## src/rtl/alu_arbiter.sv

```systemverilog
`default_nettype none
// ============================================================================
// Module      : alu_arbiter
// Description : Two-requester round-robin arbiter/sequencer in front of a
//               shared little_alu, with busy timeout and completed-op counter.
// Revision    : 1.0 - initial release
// ============================================================================
module alu_arbiter #(
    parameter int TIMEOUT_CYCLES = 8,
    parameter int CNT_W          = 16
) (
    input  logic             clk,
    input  logic             reset_p,
    input  logic [1:0]       req,
    input  logic [15:0]      a_in0,
    input  logic [15:0]      a_in1,
    input  logic [15:0]      b_in0,
    input  logic [15:0]      b_in1,
    input  logic [2:0]       op_in0,
    input  logic [2:0]       op_in1,
    output logic [1:0]       gnt,
    output logic [1:0]       rsp_valid,
    output logic [31:0]      rsp_result,
    output logic             rsp_err,
    output logic             busy,
    output logic [CNT_W-1:0] ops_done,
    output logic             alu_start_op,
    output logic [15:0]      alu_a,
    output logic [15:0]      alu_b,
    output logic [3:0]       alu_op_sel,
    input  logic             alu_end_op,
    input  logic [31:0]      alu_result
);

    typedef enum logic [1:0] {
        S_IDLE = 2'd0,
        S_BUSY = 2'd1,
        S_RESP = 2'd2
    } state_t;

    localparam logic [7:0]       c_timeout = 8'(TIMEOUT_CYCLES);
    localparam logic [CNT_W-1:0] c_one     = CNT_W'(1);

    state_t           r_state_q,      w_state_d;
    logic             r_prio_q,       w_prio_d;
    logic             r_owner_q,      w_owner_d;
    logic [15:0]      r_a_q,          w_a_d;
    logic [15:0]      r_b_q,          w_b_d;
    logic [2:0]       r_op_q,         w_op_d;
    logic [1:0]       r_gnt_q,        w_gnt_d;
    logic [1:0]       r_rsp_valid_q,  w_rsp_valid_d;
    logic [31:0]      r_rsp_result_q, w_rsp_result_d;
    logic             r_rsp_err_q,    w_rsp_err_d;
    logic [CNT_W-1:0] r_ops_done_q,   w_ops_done_d;
    logic [7:0]       r_bcnt_q,       w_bcnt_d;

    // r_prio_q = 1 means requester 1 currently holds priority
    logic w_win;
    assign w_win = (req == 2'b10) || ((req == 2'b11) && r_prio_q);

    always_comb begin
        w_state_d      = r_state_q;
        w_prio_d       = r_prio_q;
        w_owner_d      = r_owner_q;
        w_a_d          = r_a_q;
        w_b_d          = r_b_q;
        w_op_d         = r_op_q;
        w_gnt_d        = 2'b00;
        w_rsp_valid_d  = 2'b00;
        w_rsp_result_d = r_rsp_result_q;
        w_rsp_err_d    = r_rsp_err_q;
        w_ops_done_d   = r_ops_done_q;
        w_bcnt_d       = r_bcnt_q;

        case (r_state_q)
            S_IDLE: begin
                if (req != 2'b00) begin
                    w_state_d = S_BUSY;
                    w_owner_d = w_win;
                    w_prio_d  = ~w_win;
                    w_a_d     = w_win ? a_in1  : a_in0;
                    w_b_d     = w_win ? b_in1  : b_in0;
                    w_op_d    = w_win ? op_in1 : op_in0;
                    w_gnt_d   = w_win ? 2'b10  : 2'b01;
                    w_bcnt_d  = 8'd1;
                end
            end
            S_BUSY: begin
                w_bcnt_d = r_bcnt_q + 8'd1;
                // end_op has precedence over a timeout on the same edge
                if (alu_end_op) begin
                    w_state_d      = S_RESP;
                    w_rsp_result_d = alu_result;
                    w_rsp_err_d    = 1'b0;
                    w_rsp_valid_d  = r_owner_q ? 2'b10 : 2'b01;
                    w_ops_done_d   = r_ops_done_q + c_one;
                end else if (r_bcnt_q == c_timeout) begin
                    w_state_d      = S_RESP;
                    w_rsp_result_d = 32'd0;
                    w_rsp_err_d    = 1'b1;
                    w_rsp_valid_d  = r_owner_q ? 2'b10 : 2'b01;
                    w_ops_done_d   = r_ops_done_q + c_one;
                end
            end
            S_RESP: begin
                w_state_d = S_IDLE;
            end
            default: begin
                w_state_d = S_IDLE;
            end
        endcase
    end

    always_ff @(posedge clk or posedge reset_p) begin
        if (reset_p) begin
            r_state_q      <= S_IDLE;
            r_prio_q       <= 1'b0;
            r_owner_q      <= 1'b0;
            r_a_q          <= 16'd0;
            r_b_q          <= 16'd0;
            r_op_q         <= 3'd0;
            r_gnt_q        <= 2'b00;
            r_rsp_valid_q  <= 2'b00;
            r_rsp_result_q <= 32'd0;
            r_rsp_err_q    <= 1'b0;
            r_ops_done_q   <= '0;
            r_bcnt_q       <= 8'd0;
        end else begin
            r_state_q      <= w_state_d;
            r_prio_q       <= w_prio_d;
            r_owner_q      <= w_owner_d;
            r_a_q          <= w_a_d;
            r_b_q          <= w_b_d;
            r_op_q         <= w_op_d;
            r_gnt_q        <= w_gnt_d;
            r_rsp_valid_q  <= w_rsp_valid_d;
            r_rsp_result_q <= w_rsp_result_d;
            r_rsp_err_q    <= w_rsp_err_d;
            r_ops_done_q   <= w_ops_done_d;
            r_bcnt_q       <= w_bcnt_d;
        end
    end

    // start_op is decoded from state so an async reset drops it immediately
    assign busy         = (r_state_q != S_IDLE);
    assign alu_start_op = (r_state_q == S_BUSY);
    assign alu_a        = r_a_q;
    assign alu_b        = r_b_q;
    assign alu_op_sel   = {1'b0, r_op_q};
    assign gnt          = r_gnt_q;
    assign rsp_valid    = r_rsp_valid_q;
    assign rsp_result   = r_rsp_result_q;
    assign rsp_err      = r_rsp_err_q;
    assign ops_done     = r_ops_done_q;

endmodule
`default_nettype wire
```

## config.mk

```make
export PLATFORM = sky130hd
export DESIGN_NAME = alu_arbiter
export DESIGN_NICKNAME = d
export VERILOG_FILES = /design/src/rtl/alu_arbiter.sv
export SDC_FILE = /design/constraint.sdc
export NUM_CORES = 1
export LEC_CHECK = 0
export ABC_AREA = 1
export ABC_CLOCK_PERIOD_IN_PS = 3400
export CORE_MARGIN = 4
export CORE_UTILIZATION = 38
export DETAILED_ROUTE_END_ITERATION = 10
export GPL_ROUTABILITY_DRIVEN = 0
export PLACE_DENSITY = 0.74
export SLEW_MARGIN = 20
export SYNTH_ARGS = -nofsm -noshare
export SYNTH_HDL_FRONTEND = slang
export SYNTH_SLANG_ARGS = --single-unit
```

## constraint.sdc

```tcl
create_clock -name clk -period 3.4 [get_ports clk]
set_input_delay 1.02 -clock clk [delete_from_list [all_inputs] [get_ports clk]]
set_output_delay 1.02 -clock clk [all_outputs]
set_load 0.05 [all_outputs]
```

== After elaboration in Yosys (flattened, before gate mapping) ==
Index checks and enable logic that the tools add are counted.

* Register bits after elaboration: 100
* Latch bits: 0
* Memory bits (writable): 0
* Bits in read-only memories: 0
* Output and inout port bits: 91
* Word-level logic and storage cells: 54
* Memories: 0

* Add/sub/neg operators: 2
* Multipliers: 0
* Divide/modulo/power cells: 0
* Order comparisons: 0
* Equality and inequality tests: 6
* Shifts and indexed selects: 0
* Mux-type cells: 22
* Bitwise operators: 1
* Reductions and logical operators: 11

{| class="wikitable"
|+ Operators by type and width
! kind !! count
|-
| $mux W16 || 4
|-
| $mux W32 || 2
|-
| $mux W2 || 10
|-
| $add A16 B1 Y16 const B || 1
|-
| $pmux W8 S2 || 1
|-
| $add A8 B1 Y8 const B || 1
|-
| $eq A8 B4 Y1 const B || 1
|-
| $mux W8 || 1
|-
| $reduce_and A2 Y1 || 4
|-
| $reduce_bool A2 Y1 || 4
|-
| $eq A2 B2 Y1 const B || 2
|-
| $pmux W2 S2 || 1
|-
| $mux W3 || 1
|-
| $ne A3 B1 Y1 const B || 1
|-
| $eq A2 B1 Y1 const B || 1
|-
| $logic_not A2 Y1 || 1
|-
| $mux W1 || 2
|-
| $ne A2 B2 Y1 const B || 1
|-
| $logic_and A1 B1 Y1 || 1
|-
| $logic_or A1 B1 Y1 || 1
|-
| $not A1 Y1 || 1
|}

== Depth between registers and ports, before layout ==
Gate-level depths: netlist (run 1).

* Depth after elaboration: 6
* Depth in mapped cells: 9
* Depth with buffers taken out: 8

== Worst setup path before layout (run 1) ==
Ideal clock, no wire load.

* Path kind: reg2out
* Start point: register r_state_q[1]
* End point: output port alu_start_op
* Data arrival time: 929 ps
* Data required time: 2380 ps
* Slack: 1451 ps
* Stages on the path, launching flop included: 5
* Path buffers: 1
* Cells stage by stage: dfrtp_1 > inv_1 > nand2_2 > inv_1 > buf_2

* Word-level cells in the longest chain between the ends: 1

{| class="wikitable"
|+ Ends and longest elaborated chain
! element !! line !! text
|-
| start, declared || 44 || <nowiki>state_t r_state_q, w_state_d;</nowiki>
|-
| start signal, assigned || 129 || <nowiki>r_state_q <= w_state_d;</nowiki>
|-
| $eq A2 B1 Y1 || 146 || <nowiki>assign alu_start_op = (r_state_q == S_BUSY);</nowiki>
|-
| end, declared || 27 || <nowiki>output logic alu_start_op,</nowiki>
|}

No other way between the ends.

== Final worst setup path (run 1) ==
Ends and elaborated chain as after synthesis.

==> results of run 1 <==
worst max-delay path, cell delays in order, from the launching register on:
cell and delay [ps]:
dfrtp_1 390, inv_1 70, nand2_2 140, inv_1 120, clkdlybuf4s50_1 800
cell usage in the layout (no fill, tap or decap):
cell               n
o21ai_0           13
nand2_2            2
inv_2              2
nand3_1           52
bufinv_16          2
xnor2_1            6
nand2_1          276
o21a_1             1
clkinv_4           3
clkbuf_16          9
dfrtp_1          100
nor3_1             1
buf_4              4
clkdlybuf4s50_1  196
o21bai_1           1
nor2_4             2
xor2_1             1
buf_12             2
a21oi_1            4
inv_1             26
nor2_2             2
clkinvlp_4         3
ha_1               3
o21ai_2            3
nor2_1            20
o31ai_1            1
nand4_1            6
conb_1             1
synthesized netlist by cell type:
cell and instances:
xor2_1 1, inv_2 2, o21ai_2 3, dfrtp_1 100
xnor2_1 6, buf_4 4, nand2_2 2, nand2_1 276
conb_1 1, nor2_1 21, nor2_4 2, nand4_1 6
ha_1 3, nand3_1 52, buf_6 2, o21a_1 1
o31ai_1 1, o21ai_0 13, nor2_2 1, inv_1 27
o21bai_1 1, nor3_1 1, clkbuf_1 3, a21oi_1 4
buf_2 12
final cells by class:
cell class | count | area share [%]
sequential | 100 | 36.5
timing repair buffer | 202 | 29.7
multi-input combinational | 395 | 24.8
clock buffer | 9 | 3.29
tap | 143 | 2.61
inverter | 29 | 1.64
clock inverter | 7 | 1.48
state kept, by name (all words and copies together) (netlist names):
register	cells
ops_done	16
r_owner_q	1
rsp_err	1
r_bcnt_q	8
r_op_q	3
alu_a	16
r_prio_q	1
gnt	2
alu_b	16
r_state_q	2
rsp_valid	2
rsp_result	32
logic make-up (layout without fill, tap and decap cells):
logic type,Yosys count,after routing,synth area share [%]
XOR/XNOR,7,7,1.38
other,1,1,0.0846
AO/OA/AOI/OAI,23,23,3.02
AND/OR/NAND/NOR,361,361,32.9
adder cells (fa/ha/maj),3,3,0.847
buffers and inverters,50,247,5.25
flip-flops,100,100,56.5
through the flow:
stage | instances | total power, mW | hold WS, ps | area [um^2] | util [%]
after detailed placement | 869 | 5.83 | 416 | 6520 | 57.1
final | 885 | 6.89 | 424 | 6850 | 60.0
after floorplan | 545 | 4.45 | 403 | 4430 | -
after CTS | 885 | 6.97 | 428 | 6850 | 60.0
after global routing | 885 | 7.29 | 449 | 6850 | 60.0
after global placement | 869 | 5.75 | 407 | 6520 | 57.1
worst paths after layout:
kind | start | slack [ps] | to | cells after the start
worst max-delay path | r_state_q[1] | 520 | alu_start_op | 4
worst min-delay path | r_owner_q | 420 | rsp_valid[0] | 1
worst max register to register | r_bcnt_q[0] | 1520 | rsp_result[9] | 8
worst min register to register | r_owner_q | 420 | rsp_valid[0] | 1
max in group asynchronous | reset_p | 1820 | rsp_result[31] | 3
min in group asynchronous | reset_p | 1180 | ops_done[1] | 3
per-layer routing:
metal / GRT usage [%] / part of all wire (%) / wire length, um
met5: 0 / 0 / 0
met4: 7.89 / 2.4 / 305
met3: 7.57 / 10 / 1300
met2: 32.1 / 48 / 6220
met1: 22.0 / 39 / 5030
power by group:
group,switching [mW],total [mW],internal (mW),leakage [nW]
Combinational,2.59,3.81,1.22,1.76
Sequential,0.294,1.97,1.67,1.26
Clock,0.469,1.12,0.649,0.152
Total,3.35,6.89,3.54,3.18
==> impl_metrics.env, run 1 <==
export IMPL_status="finished, final reports clean"
export IMPL_tritoncts="built"
export IMPL_regArea_mm2=0.00250
export IMPL_slew_headroom_pct=45.7
export IMPL_pin_count=198
export IMPL_grt_pass1_vias=4332
export IMPL_die_area_mm2=0.0135
export IMPL_drv_cap=0
export IMPL_ys_seq_area_share_pct=56.5
export IMPL_postRouteWirelength_um=12900
export IMPL_antenna_left=0
export IMPL_place_hpwl_um=9280
export IMPL_skew_ps=9.07
export IMPL_peakVddDrop_mv=0.702
export IMPL_io_buffers=196
export IMPL_synth_top_cells_by_area="dfrtp_1 56%, nand2_1 23%, nand3_1 5.9%, inv_1 2.3%, nor2_1 1.8%"
export IMPL_numCtsBuffers=9
export IMPL_path_max_fanout=9
export IMPL_crit_required_ps=2380
export IMPL_drtIter0Drc=226
export IMPL_yosys_area_top_type_share_pct=56.5
export IMPL_synth_avg_cell_area_um2=8.13
export IMPL_cts_root_buf="clkbuf_16"
export IMPL_post_cts_repair_setup_buffers=0
export IMPL_clock_latency_ps=350
export IMPL_area_growth_pct=54.6
export IMPL_final_hold_violation_count=0
export IMPL_grt_max_degree=101
export IMPL_ys_warn_count=0
export IMPL_end_kind="output port"
export IMPL_clockBufferDepth=2
export IMPL_synth_cells=545
export IMPL_fmax_mhz=347
export IMPL_slew_viol_final=0
export IMPL_core_area_mm2=0.0114
export IMPL_critical_path_arrival_ps=1860
export IMPL_synth_top_area_cell="dfrtp_1"
export IMPL_viasPerCell=4.84
export IMPL_postCtsResizedCells=0
export IMPL_fillers=1017
export IMPL_rsz0062_at_grt="false"
export IMPL_critPathKind="reg2out"
export IMPL_grt_antenna_before_repair=0
export IMPL_grt_overflow_total=0
export IMPL_syn_area_mm2=0.00443
export IMPL_antenna_cells=0
export IMPL_worst_pin_slew_ps=813
export IMPL_start_util_pct=38.8
export IMPL_cts_hold_buf=0
export IMPL_tns_ps=0
export IMPL_hold_path_class="reg2reg"
export IMPL_synth_seq_cells=100
export IMPL_ys_types=25
export IMPL_period_needed_ps=2880
export IMPL_chipHeight_um=116
export IMPL_syn_nets=655
export IMPL_dpl_worst_slack_ps=751
export IMPL_cts_sinks=100
export IMPL_die_x_um=116
export IMPL_wire_per_inst_um=14.5
export IMPL_multi_input_area_mm2=0.00170
export IMPL_dr_pass1_iters=5
export IMPL_via_count=4279
export IMPL_cp_start_kind="register"
export IMPL_setup_violations=0
export IMPL_clk_pin_slew_ps=80
export IMPL_drc=0
export IMPL_powerDensity_mw_per_mm2=1010
export IMPL_fin_ws_ps=516
export IMPL_grt_pass1_wl_um=20500
export IMPL_p_leak_nw=3.18
export IMPL_fin_crit_sh_pct=84.8
export IMPL_track_usage_pct=19.2
export IMPL_fin_nets=847
export IMPL_layout_drive_gt1_share_pct=4.58
export IMPL_htreeDepth=3
export IMPL_rows=39
Power figures use the tool's default switching activity.
==> run 2: changes to the inputs <==
Settings changed: ABC_CLOCK_PERIOD_IN_PS 3400 to 2800, CORE_UTILIZATION 38 to 42, PLACE_DENSITY 0.74 to 0.78.
Clock period 3.4 ns to 2.8 ns, I/O delays scaled along.
==> impl_metrics.env, run 2 (synthesized netlist as in run 1, its figures left out) <==
export IMPL_post_cts_repair_setup_buffers=0
export IMPL_grt_overflow_total=0
export IMPL_p_leak_nw=3.13
export IMPL_met2_usage_pct=35.0
export IMPL_regArea_mm2=0.00250
export IMPL_critical_path_arrival_ps=1860
export IMPL_io_buffers=196
export IMPL_crit_required_ps=1960
export IMPL_final_cell_mix="276 x nand2_1, 195 x clkdlybuf4s50_1, 100 x dfrtp_1"
export IMPL_viasPerCell=4.86
export IMPL_critPathKind="reg2out"
export IMPL_grt_antenna_before_repair=0
export IMPL_layout_commonest_cell="nand2_1"
export IMPL_clock_latency_ps=360
export IMPL_wire_per_inst_um=14.2
export IMPL_htreeDepth=3
export IMPL_grt_pass1_vias=4403
export IMPL_postRouteWirelength_um=12500
export IMPL_cp_start_kind="register"
export IMPL_rows=37
export IMPL_peakVddDrop_mv=0.658
export IMPL_grt_met1_usage_pct=23.4
export IMPL_drv_cap=0
export IMPL_track_usage_pct=20.3
export IMPL_multi_input_area_mm2=0.00170
export IMPL_final_hold_violation_count=0
export IMPL_core_area_mm2=0.0103
export IMPL_slew_viol_final=0
export IMPL_cts_hold_buf=0
export IMPL_slew_headroom_pct=61.4
export IMPL_hold_slack_ps=440
export IMPL_grt_max_degree=73
export IMPL_antenna_left=0
export IMPL_fin_nets=847
export IMPL_hold_path_class="reg2reg"
export IMPL_clockBufferDepth=2
export IMPL_grt_pass1_wl_um=20600
export IMPL_antenna_cells=0
export IMPL_drtIter0Drc=243
export IMPL_fin_crit_sh_pct=96.5
export IMPL_top_usage_layer="met2"
export IMPL_period_needed_ps=2700
export IMPL_fmax_mhz=370
export IMPL_area_growth_pct=51.6
export IMPL_skew_ps=14.5
export IMPL_largest_register_ffs=32
export IMPL_path_max_fanout=2
export IMPL_tns_ps=0
export IMPL_status="finished, final reports clean"
export IMPL_place_hpwl_um=9220
export IMPL_worst_pin_slew_ps=578
export IMPL_fillers=865
export IMPL_setup_violations=0
export IMPL_cts_root_buf="clkbuf_8"
export IMPL_pin_count=198
export IMPL_tritoncts="built"
export IMPL_rsz0062_at_grt="false"
export IMPL_start_util_pct=43.1
export IMPL_chipHeight_um=111
export IMPL_die_area_mm2=0.0123
export IMPL_numCtsBuffers=9
export IMPL_dr_pass1_iters=4
export IMPL_postCtsResizedCells=0
export IMPL_clk_pin_slew_ps=110
export IMPL_fin_util_pct=65.4
export IMPL_layout_drive_gt1_share_pct=4.72
export IMPL_end_kind="output port"
export IMPL_drc=0
export IMPL_via_count=4267
export IMPL_met3_usage_pct=7.37
export IMPL_cts_sinks=100
export IMPL_powerDensity_mw_per_mm2=1180
export IMPL_die_x_um=111
-- run 2: cell types whose count changed in the layout (fill, tap and decap cells not counted), sizes merged --
| cell | change |
|---|---|
| inv | +3 |
| clkinvlp | -2 |
| buf | +1 |
| bufinv | -1 |
| clkdlybuf4s50 | -1 |
-- run 2: final cells by class --
cell class / instances / area share, %
multi-input combinational: 395 / 25.3
clock inverter: 7 / 1.38
timing repair buffer: 202 / 30.0
tap: 136 / 2.53
sequential: 100 / 37.3
clock buffer: 9 / 1.84
inverter: 29 / 1.68
-- run 2: routing by layer --
layer	vias up	part of all wire [%]	wire length [um]
met4	0	1.6	202
met3	17	9.1	1130
met1	2023	40	4940
met5	-	0	0
met2	154	50	6230
li1	2073	-	-
-- run 2: final timing paths --
| path | startpoint | endpoint | slack (ps) | cells after the start |
|---|---|---|---|---|
| worst max-delay path | r_state_q[0] | busy | 100 | 3 |
| worst min-delay path | r_owner_q | rsp_valid[0] | 440 | 1 |
| worst max register to register | r_bcnt_q[0] | ops_done[0] | 1100 | 7 |
| worst min register to register | r_owner_q | rsp_valid[0] | 440 | 1 |
| max in group asynchronous | reset_p | gnt[1] | 1500 | 3 |
| min in group asynchronous | reset_p | alu_a[14] | 950 | 3 |
-- run 2: power by group --
group / internal [mW] / switching, mW / leakage (nW)
clock network: 0.437 / 0.543 / 0.109
registers: 2.03 / 0.358 / 1.26
logic: 1.45 / 3.14 / 1.76
total: 3.92 / 4.04 / 3.13
-- run 2: metrics by stage --
stage                     worst slack (ps)  total power [mW]  instances  instance area (um^2)
final                                 97.5              7.95        878                  6720
after global routing                  10.3              8.41        878                  6720
after CTS                             63.7              8.02        878                  6720
after detailed placement               420              7.02        862                  6500
after global placement                 476              6.94        862                  6500
after floorplan                        770              5.40        545                  4430
-- run 2: worst max-delay path, stage by stage (launching register included) --
cell	delay, ps
dfrtp_1	390
nor2_1	250
inv_1	130
clkdlybuf4s50_1	730
==> run 3: changes to the inputs <==
Settings changed: SKIP_LAST_GASP from default to 1.
==> results of run 3 <==
Same layout as run 2: the final DEF is identical, and so are final timing and power.
